==> src/rtl/gps_pkg.sv <==
// rtl/gps_pkg.sv - shared constants, state types and hex helper for the GPS UART front end
package gps_pkg;

  localparam logic [7:0] ASCII_DOLLAR = 8'h24;
  localparam logic [7:0] ASCII_STAR   = 8'h2A;
  localparam logic [7:0] ASCII_COMMA  = 8'h2C;
  localparam logic [7:0] ASCII_CR     = 8'h0D;
  localparam logic [7:0] ASCII_LF     = 8'h0A;

  typedef enum logic [1:0] {IDLE, START, DATA, STOP} rx_state_t;
  typedef enum logic [1:0] {C_IDLE, C_SUM, C_HI, C_LO} cks_state_t;

  // Returns {ok, nibble}; ok=0 for anything outside 0-9, A-F, a-f.
  function automatic logic [4:0] hex_to_nibble(input logic [7:0] c);
    logic [4:0] r;
    r = 5'd0;
    if (c >= 8'h30 && c <= 8'h39)
      r = {1'b1, c[3:0]};
    else if ((c >= 8'h41 && c <= 8'h46) || (c >= 8'h61 && c <= 8'h66))
      r = {1'b1, c[3:0] + 4'd9};
    return r;
  endfunction

endpackage

==> src/rtl/gps_uart_rx_if.sv <==
// rtl/gps_uart_rx_if.sv - serial line in, byte strobe and sentence status out
interface gps_uart_rx_if;
  logic       rx;
  logic [7:0] data;
  logic       valid;
  logic       frame_err;
  logic       sentence_done;
  logic       checksum_ok;

  modport master (output rx, input data, valid, frame_err, sentence_done, checksum_ok);
  modport slave  (input rx, output data, valid, frame_err, sentence_done, checksum_ok);
endinterface

==> src/rtl/nmea_checksum.sv <==
// rtl/nmea_checksum.sv - NMEA '$...*HH' framing and XOR checksum tracker
module nmea_checksum
  import gps_pkg::*;
(
  input  logic       clk,
  input  logic       rst,
  input  logic [7:0] i_byte,
  input  logic       i_stb,
  input  logic       i_abort,
  output logic       o_done,
  output logic       o_ok
);

  cks_state_t r_state;
  logic [7:0] r_sum;
  logic [3:0] r_hi;
  logic       r_bad;
  logic       r_done;
  logic       r_ok;
  logic [4:0] w_hex;

  assign w_hex  = hex_to_nibble(i_byte);
  assign o_done = r_done;
  assign o_ok   = r_ok;

  always_ff @(posedge clk) begin
    if (rst) begin
      r_state <= C_IDLE;
      r_sum   <= 8'd0;
      r_hi    <= 4'd0;
      r_bad   <= 1'b0;
      r_done  <= 1'b0;
      r_ok    <= 1'b0;
    end else begin
      r_done <= 1'b0;
      if (i_abort) begin
        r_state <= C_IDLE;
      end else if (i_stb) begin
        // '$' always restarts a sentence, whatever state we are in.
        if (i_byte == ASCII_DOLLAR) begin
          r_sum   <= 8'd0;
          r_state <= C_SUM;
        end else begin
          case (r_state)
            C_IDLE: r_state <= C_IDLE;
            C_SUM: begin
              if (i_byte == ASCII_STAR) begin
                r_bad   <= 1'b0;
                r_state <= C_HI;
              end else if (i_byte == ASCII_CR) begin
                r_state <= C_IDLE;
              end else begin
                r_sum <= r_sum ^ i_byte;
              end
            end
            C_HI: begin
              r_hi    <= w_hex[3:0];
              r_bad   <= ~w_hex[4];
              r_state <= C_LO;
            end
            C_LO: begin
              r_done  <= 1'b1;
              r_ok    <= !r_bad && w_hex[4] && ({r_hi, w_hex[3:0]} == r_sum);
              r_state <= C_IDLE;
            end
            default: r_state <= C_IDLE;
          endcase
        end
      end
    end
  end

endmodule

==> src/rtl/gps_uart_rx.sv <==
// rtl/gps_uart_rx.sv - 8N1 UART receiver for the GPS module with NMEA checksum check
module gps_uart_rx
  import gps_pkg::*;
#(
  parameter int CLK_HZ      = 50000000,
  parameter int BAUD        = 9600,
  parameter int OVERSAMPLE  = 16,
  parameter int VALID_TICKS = 8
) (
  input logic         clk,
  input logic         rst,
  gps_uart_rx_if.slave bus
);

  localparam int DIV = CLK_HZ / (BAUD * OVERSAMPLE);
  localparam int M   = OVERSAMPLE / 2;
  localparam int DW  = (DIV > 1) ? $clog2(DIV) : 1;
  localparam int TW  = $clog2(OVERSAMPLE);
  localparam int VW  = $clog2(VALID_TICKS + 1);

  logic          r_sync1, r_sync2, r_rxs_d;
  logic [DW-1:0] r_div_cnt;
  rx_state_t     r_state;
  logic [TW-1:0] r_tick_cnt;
  logic [2:0]    r_bit_cnt;
  logic [7:0]    r_shift;
  logic          r_s0, r_s1;
  logic [7:0]    r_data;
  logic          r_valid, r_valid_d, r_restart;
  logic [VW-1:0] r_vcnt;
  logic          r_frame_err;
  logic          w_tick, w_rxs, w_fall, w_maj, w_stb, w_done, w_ok;

  assign w_rxs  = r_sync2;
  assign w_fall = r_rxs_d & ~r_sync2;
  assign w_tick = (r_div_cnt == DW'(DIV - 1));
  assign w_maj  = (r_s0 & r_s1) | (r_s0 & w_rxs) | (r_s1 & w_rxs);
  assign w_stb  = r_valid & ~r_valid_d;

  always_ff @(posedge clk) begin
    if (rst) begin
      r_sync1   <= 1'b1;
      r_sync2   <= 1'b1;
      r_rxs_d   <= 1'b1;
      r_div_cnt <= '0;
      r_valid_d <= 1'b0;
    end else begin
      r_sync1   <= bus.rx;
      r_sync2   <= r_sync1;
      r_rxs_d   <= r_sync2;
      r_div_cnt <= w_tick ? '0 : r_div_cnt + 1'b1;
      r_valid_d <= r_valid;
    end
  end

  always_ff @(posedge clk) begin
    if (rst) begin
      r_state     <= IDLE;
      r_tick_cnt  <= '0;
      r_bit_cnt   <= 3'd0;
      r_shift     <= 8'd0;
      r_s0        <= 1'b1;
      r_s1        <= 1'b1;
      r_data      <= 8'd0;
      r_valid     <= 1'b0;
      r_restart   <= 1'b0;
      r_vcnt      <= '0;
      r_frame_err <= 1'b0;
    end else begin
      r_frame_err <= 1'b0;
      if (r_restart) begin
        r_restart <= 1'b0;
        r_valid   <= 1'b1;
        r_vcnt    <= '0;
      end else if (w_tick && r_valid) begin
        if (r_vcnt == VW'(VALID_TICKS - 1)) r_valid <= 1'b0;
        else r_vcnt <= r_vcnt + 1'b1;
      end
      case (r_state)
        IDLE: begin
          if (w_fall) begin
            r_state    <= START;
            r_tick_cnt <= '0;
          end
        end
        // Checked at mid-bit, but held to the bit end so DATA counts bit-aligned ticks.
        START: if (w_tick) begin
          if (r_tick_cnt == TW'(M - 1) && w_rxs) begin
            r_state <= IDLE;
          end else if (r_tick_cnt == TW'(OVERSAMPLE - 1)) begin
            r_state    <= DATA;
            r_tick_cnt <= '0;
            r_bit_cnt  <= 3'd0;
          end else begin
            r_tick_cnt <= r_tick_cnt + 1'b1;
          end
        end
        DATA: if (w_tick) begin
          if (r_tick_cnt == TW'(M - 2)) r_s0 <= w_rxs;
          if (r_tick_cnt == TW'(M - 1)) r_s1 <= w_rxs;
          if (r_tick_cnt == TW'(M))     r_shift <= {w_maj, r_shift[7:1]};
          if (r_tick_cnt == TW'(OVERSAMPLE - 1)) begin
            r_tick_cnt <= '0;
            if (r_bit_cnt == 3'd7) r_state <= STOP;
            else r_bit_cnt <= r_bit_cnt + 1'b1;
          end else begin
            r_tick_cnt <= r_tick_cnt + 1'b1;
          end
        end
        STOP: if (w_tick) begin
          if (r_tick_cnt == TW'(M - 1)) begin
            r_state <= IDLE;
            if (w_rxs) begin
              r_data <= r_shift;
              // A byte landing while valid is high forces a one-clk gap so the rise is visible.
              if (r_valid) begin
                r_valid   <= 1'b0;
                r_restart <= 1'b1;
              end else begin
                r_valid <= 1'b1;
                r_vcnt  <= '0;
              end
            end else begin
              r_frame_err <= 1'b1;
            end
          end else begin
            r_tick_cnt <= r_tick_cnt + 1'b1;
          end
        end
        default: r_state <= IDLE;
      endcase
    end
  end

  nmea_checksum u_cks (
    .clk     (clk),
    .rst     (rst),
    .i_byte  (r_data),
    .i_stb   (w_stb),
    .i_abort (r_frame_err),
    .o_done  (w_done),
    .o_ok    (w_ok)
  );

  assign bus.data          = r_data;
  assign bus.valid         = r_valid;
  assign bus.frame_err     = r_frame_err;
  assign bus.sentence_done = w_done;
  assign bus.checksum_ok   = w_ok;

endmodule

==> src/flat_wrapper.sv <==
// flat-port wrapper written by rule: the top's interface ports become plain ports
module gps_uart_rx_flat import gps_pkg::*;
#(
  parameter int CLK_HZ      = 50000000,
  parameter int BAUD        = 9600,
  parameter int OVERSAMPLE  = 16,
  parameter int VALID_TICKS = 8
)
  (clk, rst, bus_rx, bus_data, bus_valid, bus_frame_err, bus_sentence_done, bus_checksum_ok);
  gps_uart_rx_if bus_i ();
  input logic clk;
  input logic rst;
  input wire logic [$bits(bus_i.rx)-1:0] bus_rx;
  output wire logic [$bits(bus_i.data)-1:0] bus_data;
  output wire logic [$bits(bus_i.valid)-1:0] bus_valid;
  output wire logic [$bits(bus_i.frame_err)-1:0] bus_frame_err;
  output wire logic [$bits(bus_i.sentence_done)-1:0] bus_sentence_done;
  output wire logic [$bits(bus_i.checksum_ok)-1:0] bus_checksum_ok;
  assign bus_i.rx = bus_rx;
  assign bus_data = bus_i.data;
  assign bus_valid = bus_i.valid;
  assign bus_frame_err = bus_i.frame_err;
  assign bus_sentence_done = bus_i.sentence_done;
  assign bus_checksum_ok = bus_i.checksum_ok;
  gps_uart_rx #(.CLK_HZ(CLK_HZ), .BAUD(BAUD), .OVERSAMPLE(OVERSAMPLE), .VALID_TICKS(VALID_TICKS)) u_core (.clk(clk), .rst(rst), .bus(bus_i));
endmodule
==> config.mk <==
export PLATFORM = sky130hd
export DESIGN_NAME = gps_uart_rx_flat
export DESIGN_NICKNAME = d
export VERILOG_FILES = /design/src/rtl/gps_pkg.sv /design/src/rtl/gps_uart_rx_if.sv /design/src/rtl/nmea_checksum.sv /design/src/rtl/gps_uart_rx.sv /design/src/flat_wrapper.sv
export SDC_FILE = /design/constraint.sdc
export NUM_CORES = 1
export LEC_CHECK = 0
export ABC_AREA = 0
export ABC_CLOCK_PERIOD_IN_PS = 2500
export BUFFER_PORTS_ARGS = -buffer_cell sky130_fd_sc_hd__buf_4
export CORE_MARGIN = 5
export CORE_UTILIZATION = 61
export DETAILED_ROUTE_END_ITERATION = 8
export GPL_TIMING_DRIVEN = 0
export MAX_ROUTING_LAYER = met4
export PLACE_DENSITY_LB_ADDON = 0.1
export SKIP_CTS_REPAIR_TIMING = 1
export SLEW_MARGIN = 20
export SYNTH_ARGS = -nofsm -noshare
export SYNTH_HDL_FRONTEND = slang
export SYNTH_SLANG_ARGS = --single-unit
==> constraint.sdc <==
create_clock -name clk -period 2.5 [get_ports clk]
set_input_delay 0.375 -clock clk [delete_from_list [all_inputs] [get_ports clk]]
set_output_delay 0.375 -clock clk [all_outputs]
set_load 0.02 [all_outputs]
==> results of run 1 <==
-- per-stage QoR --
| step | cell area, um^2 | utilization [%] | total power [mW] | TNS [ps] |
|---|---|---|---|---|
| 3_3_place_gp | 3440 | 66.8 | 1.24 | 0 |
| 3_5_place_dp | 3440 | 66.8 | 1.25 | 0 |
| 5_1_grt | 3630 | 70.7 | 2.14 | 0 |
| 2_1_floorplan | 3250 | - | 1.21 | 0 |
| 6_report | 3630 | 70.7 | 2.06 | 0 |
| 4_1_cts | 3620 | 70.4 | 2.06 | -5.48 |
-- cell families after synthesis --
| family | count (synthesis) | synth area share, % |
|---|---|---|
| buffers and inverters | 32 | 4.85 |
| DFF | 64 | 39.4 |
| xor gates and xnor gates | 25 | 6.74 |
| muxes | 22 | 6.85 |
| AOI/OAI and AO/OA | 54 | 11.0 |
| and+or+nand+nor | 157 | 24.7 |
| adders and majority gates | 17 | 6.47 |
-- sequential cells by signal (all words and copies together), names as in the netlist, 2 cells and up, named ones only --
name / count
u_core.r_tick_cnt: 4
u_core.r_bit_cnt: 3
u_core.r_vcnt: 4
u_core.r_shift: 8
u_core.u_cks.r_sum: 8
u_core.u_cks.r_hi: 4
u_core.r_div_cnt: 9
u_core.u_cks.r_state: 2
u_core.bus.data: 8
-- area by class of cell --
class / instances / area (um^2)
buffer: 18 / 106
clock buffer: 12 / 155
clock inverter: 4 / 28.8
fill: 441 / 1510
inverter: 14 / 52.6
multi-input combinational: 275 / 1820
sequential: 64 / 1280
tap: 70 / 87.6
timing repair buffer: 14 / 105
-- synthesized netlist by cell type, types with 5 or more instances --
cell,instances
clkbuf_1,11
nand2_1,14
nor3_1,13
or3_1,5
xor2_1,17
ha_1,16
xnor2_1,8
nand4_1,9
a21oi_1,20
nor2_1,57
o21ai_0,11
inv_1,14
nand3_1,25
nand2b_1,8
mux2i_1,20
dfxtp_1,64
-- worst min path at each step --
stage	start	end	slack, ps	cells after the start
2_1_floorplan	u_core.r_sync1$_SDFF_PP1_	u_core.r_sync2$_SDFF_PP1_	390	1
3_3_place_gp	u_core.r_sync1$_SDFF_PP1_	u_core.r_sync2$_SDFF_PP1_	390	1
3_5_place_dp	u_core.r_sync1$_SDFF_PP1_	u_core.r_sync2$_SDFF_PP1_	400	1
4_1_cts	bus_rx	u_core.r_sync1$_SDFF_PP1_	200	2
5_1_grt	bus_rx	u_core.r_sync1$_SDFF_PP1_	190	2
6_report	bus_rx	u_core.r_sync1$_SDFF_PP1_	210	2
-- layer usage --
| layer | vias up | wire [um] |
|---|---|---|
| li1 | 1343 | - |
| met1 | 1246 | 3330 |
| met2 | 51 | 3150 |
| met3 | 14 | 291 |
| met4 | 0 | 97 |
| met5 | - | 0 |
-- critical path: cells and delay by family (launching register included) --
family          cells  cell delay, ps
flops               1             350
buf+inv             1             340
simple gates        2             760
compound gates      3             490
fa+ha+maj           1             210
-- power breakdown --
part / switching [mW] / internal (mW)
combinational: 0.110 / 0.0746
clock: 0.413 / 0.414
sequential: 0.0126 / 1.03
==> results.json, run 1 <==
{
  "dp_cells": 454,
  "fmax_mhz": 444,
  "synthCells": 371,
  "ant_nets": 0,
  "wl_per_cell_um": 14.6,
  "drc": 0,
  "grt_use_met1_pct": 28.3,
  "ys_types": 55,
  "mostFrequentLayoutCell": "dfxtp_1",
  "root_buffer": "clkbuf_8",
  "start_util_pct": 63.2,
  "ios": 15,
  "synth_edf_count": 0,
  "worstSetupStartpoint": "u_core.r_state[0]$_SDFFE_PP0P_",
  "setup_ws_ps": 249,
  "drt_iter0_drc": 144,
  "netlist.area_leader.share_pct": 39.4,
  "cts_tree": "done",
  "yosys_warnings": 0,
  "ys_ff_latch": 64,
  "cts_max_level": 3,
  "timing.hold.ws_ps": 206,
  "drv_cap": 0,
  "finalSetupViolCount": 0,
  "vias_per_cell": 5.63,
  "skew_ps": 10.5,
  "syn_area_per_cell_um2": 8.76,
  "overflow": 0,
  "synthTopCellsByArea": "dfxtp_1, nor2_1, ha_1, mux2i_1, xor2_1",
  "antenna_found_initial": 0,
  "vias": 2654,
  "dieArea_um2": 6890,
  "grt-busiest-layer": "met2",
  "worst_pin_slew_ps": 599,
  "crit_path_max_fanout": 8,
  "grt_max_degree": 12,
  "yosysTopAreaCell": "dfxtp_1",
  "track_usage_pct": 21.1,
  "rows": 26,
  "place_ws_ps": 8.81,
  "ctsLongestPathBuffers": 2,
  "wl_um": 6870,
  "cp-end-kind": "flop",
  "dr.pass1.iters": 4,
  "synth_area_um2": 3250,
  "cp-endpoint": "u_core.r_tick_cnt[1]$_SDFFE_PP0P_",
  "grt.met3_usage_pct": 3.86,
  "final_cell_mix": "dfxtp_1, nor2_1, nand3_1",
  "p_leak_nw": 1.51,
  "powerDensity_nw_per_um2": 565,
  "min_period_ps": 2250,
  "r2r_cells": 7,
  "irDropWorstVdd_v": 0.000394,
  "portBuffers": 13,
  "routabilityCongestion": 0.874,
  "synth_nets": 390,
  "first_global_vias": 2454,
  "die_y_um": 83,
  "critPathKind": "flop to flop",
  "grt_pass1_wl_um": 11700,
  "dp_hpwl_um": 4770,
  "finalHoldViolations": 0,
  "cp_cell_sequence": "ha_1, clkdlybuf4s15_1, nor3_1, a2bb2oi_4, o21ai_2, or3_1, a21oi_1",
  "antennaDiodeCount": 0,
  "areaGrowthSynthToFinish_pct": 11.8,
  "status": "completed",
  "clock-sinks": 64,
  "drive_above_1_share_pct": 12.5,
  "use_met2_pct": 32.0,
  "async_reset_ff_share_pct": 0,
  "drv_slew": 0,
  "reg2reg_to": "u_core.r_tick_cnt[1]$_SDFFE_PP0P_",
  "period_share_pct": 90.0,
  "numCtsBuffers": 9,
  "worstReg2RegStart": "u_core.r_state[0]$_SDFFE_PP0P_",
  "arrival_ps": 2520,
  "max_stage_delay_ps": 400,
  "r2r_slack_ps": 250,
  "ys.flop_type": "dfxtp_1",
  "yosysSeqAreaShare_pct": 39.4,
  "stdcell_count": 471,
  "rsz0062_at_grt": "false",
  "fin_nets": 415,
  "startpoint_type": "flop",
  "worstHoldPathType": "input pin to flop",
  "critPathRequiredTime_ps": 2770,
  "clk_pin_slew_ps": 70,
  "critPathSlowestCell": "nor3_1",
  "coreArea_um2": 5140,
  "die_width_um": 83,
  "slew_headroom_pct": 59.5,
  "clk_latency_ps": 350
}
Power figures use the tool's default switching activity.
==> run 2: changes to the inputs <==
PLACE_DENSITY_LB_ADDON = 0.25   (was 0.1)
==> run 2 against run 1 <==
Via count shrank 0.30%. Sequential power is essentially flat. Utilization grew 0.54 points. Sequential cell count unchanged. Die area unchanged. Clock power grew 18%. Design area is 0.76% higher. Non-clock buffer count down 1. Critical endpoint is now u_core.u_cks.o_ok$_SDFFE_PP0P_. Largest cell class unchanged.
==> results.json, run 2 (synthesized netlist as in run 1, its figures left out) <==
{
  "status": "completed",
  "irDropWorstVdd_v": 0.000396,
  "portBuffers": 13,
  "mostFrequentLayoutCell": "dfxtp_1",
  "routabilityCongestion": 0.807,
  "startpoint_type": "flop",
  "dp_hpwl_um": 4690,
  "die_y_um": 83,
  "coreArea_um2": 5140,
  "place_area_um2": 3440,
  "finalHoldViolations": 0,
  "grt_pass1_wl_um": 11600,
  "clk_latency_ps": 340,
  "fin_area_um2": 3660,
  "dp_cells": 454,
  "die_width_um": 83,
  "largest_register": "u_core.r_div_cnt",
  "r2r_slack_ps": 190,
  "p_leak_nw": 1.53,
  "ant_nets": 0,
  "start_util_pct": 63.2,
  "critPathRequiredTime_ps": 2760,
  "worstSetupStartpoint": "u_core.bus.data[0]$_SDFFE_PP0P_",
  "clk_pin_slew_ps": 70,
  "stdcell_count": 469,
  "root_buffer": "clkbuf_8",
  "numCtsBuffers": 9,
  "arrival_ps": 2560,
  "largest_reg_flops": 9,
  "wl_per_cell_um": 14.1,
  "first_global_vias": 2573,
  "finalSetupViolCount": 0,
  "cp-endpoint": "u_core.u_cks.o_ok$_SDFFE_PP0P_",
  "cp-end-kind": "flop",
  "place_ws_ps": 15.1,
  "rows": 26,
  "grt_max_degree": 12,
  "drt_iter0_drc": 143,
  "min_period_ps": 2310,
  "r2r_cells": 9,
  "fillers": 432,
  "drive_above_1_share_pct": 12.3,
  "powerDensity_nw_per_um2": 601,
  "antenna_found_initial": 0,
  "drv_slew": 0,
  "track_usage_pct": 20.8,
  "critPathKind": "flop to flop",
  "skew_ps": 7.70,
  "rsz0062_at_grt": "false",
  "fmax_mhz": 434,
  "crit_path_max_fanout": 7,
  "areaGrowthSynthToFinish_pct": 12.7,
  "vias_per_cell": 5.64,
  "drv_cap": 0,
  "drc": 0,
  "cts_tree": "done",
  "worstHoldPathType": "input pin to flop",
  "setup_ws_ps": 195,
  "worstReg2RegStart": "u_core.bus.data[0]$_SDFFE_PP0P_",
  "slew_headroom_pct": 62.0,
  "worst_pin_slew_ps": 570,
  "clock-sinks": 64,
  "post-route-util_pct": 71.3,
  "dieArea_um2": 6890,
  "multi_input_area_um2": 1820,
  "antennaDiodeCount": 0,
  "period_share_pct": 92.2,
  "ctsLongestPathBuffers": 2,
  "cts_max_level": 3,
  "wl_um": 6590,
  "dr.pass1.iters": 4,
  "final_cell_mix": "dfxtp_1, nor2_1, nand3_1",
  "seq_area_um2": 1280,
  "vias": 2646,
  "reg2reg_to": "u_core.u_cks.o_ok$_SDFFE_PP0P_",
  "power_mw": 2.20,
  "overflow": 0,
  "ios": 15,
  "fin_nets": 414
}
-- run 2: cell types whose count changed in the layout (fill, tap and decap cells not counted) --
cell,before,now
buf_2,2,1
buf_4,15,14
bufinv_16,0,2
clkbuf_1,11,10
clkbuf_2,1,2
clkbuf_8,12,11
clkinvlp_4,2,1
-- run 2: worst min-delay path by stage --
stage                         startpoint                        end  depth (start not counted)
2_1_floorplan  u_core.r_sync1$_SDFF_PP1_  u_core.r_sync2$_SDFF_PP1_                          1
3_3_place_gp   u_core.r_sync1$_SDFF_PP1_  u_core.r_sync2$_SDFF_PP1_                          1
3_5_place_dp   u_core.r_sync1$_SDFF_PP1_  u_core.r_sync2$_SDFF_PP1_                          1
4_1_cts                           bus_rx  u_core.r_sync1$_SDFF_PP1_                          2
5_1_grt                           bus_rx  u_core.r_sync1$_SDFF_PP1_                          2
6_report                          bus_rx  u_core.r_sync1$_SDFF_PP1_                          2
-- run 2: power by group --
part           switching, mW  total (mW)  internal, mW
clock                  0.393       0.976         0.582
combinational          0.108       0.183        0.0747
sequential            0.0127        1.04          1.03
total                  0.514        2.20          1.69
-- run 2: critical path, stage by stage, from the launching register on --
cell and delay (ps):
dfxtp_1 390, clkbuf_2 220, inv_1 120, ha_1 290
o21bai_1 160, a21o_1 210, mux2_2 390, xnor2_1 150
nand2_1 70, o31ai_1 230
-- run 2: routing by layer --
metal / part of all wire [%] / track usage, % / vias to the layer above / wire, um
li1: - / - / 1339 / -
met1: 47 / 26.5 / 1245 / 3100
met2: 48 / 31.8 / 53 / 3140
met3: 4.3 / 4.36 / 9 / 281
met4: 1.1 / 8.92 / 0 / 72
met5: 0 / - / - / 0
-- run 2: cell type report --
type,count,area share [%]
Buffer,18,2.90
Clock buffer,10,3.76
Clock inverter,5,2.22
Inverter,14,1.43
Multi-Input combinational cell,275,49.6
Sequential cell,64,35.0
Tap cell,70,2.39
Timing Repair Buffer,13,2.66
-- run 2: stage by stage --
| step | hold WS, ps | TNS (ps) |
|---|---|---|
| 2_1_floorplan | 389 | 0 |
| 3_5_place_dp | 412 | 0 |
| 4_1_cts | 216 | -13.3 |
| 6_report | 223 | 0 |
| 3_3_place_gp | 393 | 0 |
| 5_1_grt | 211 | 0 |
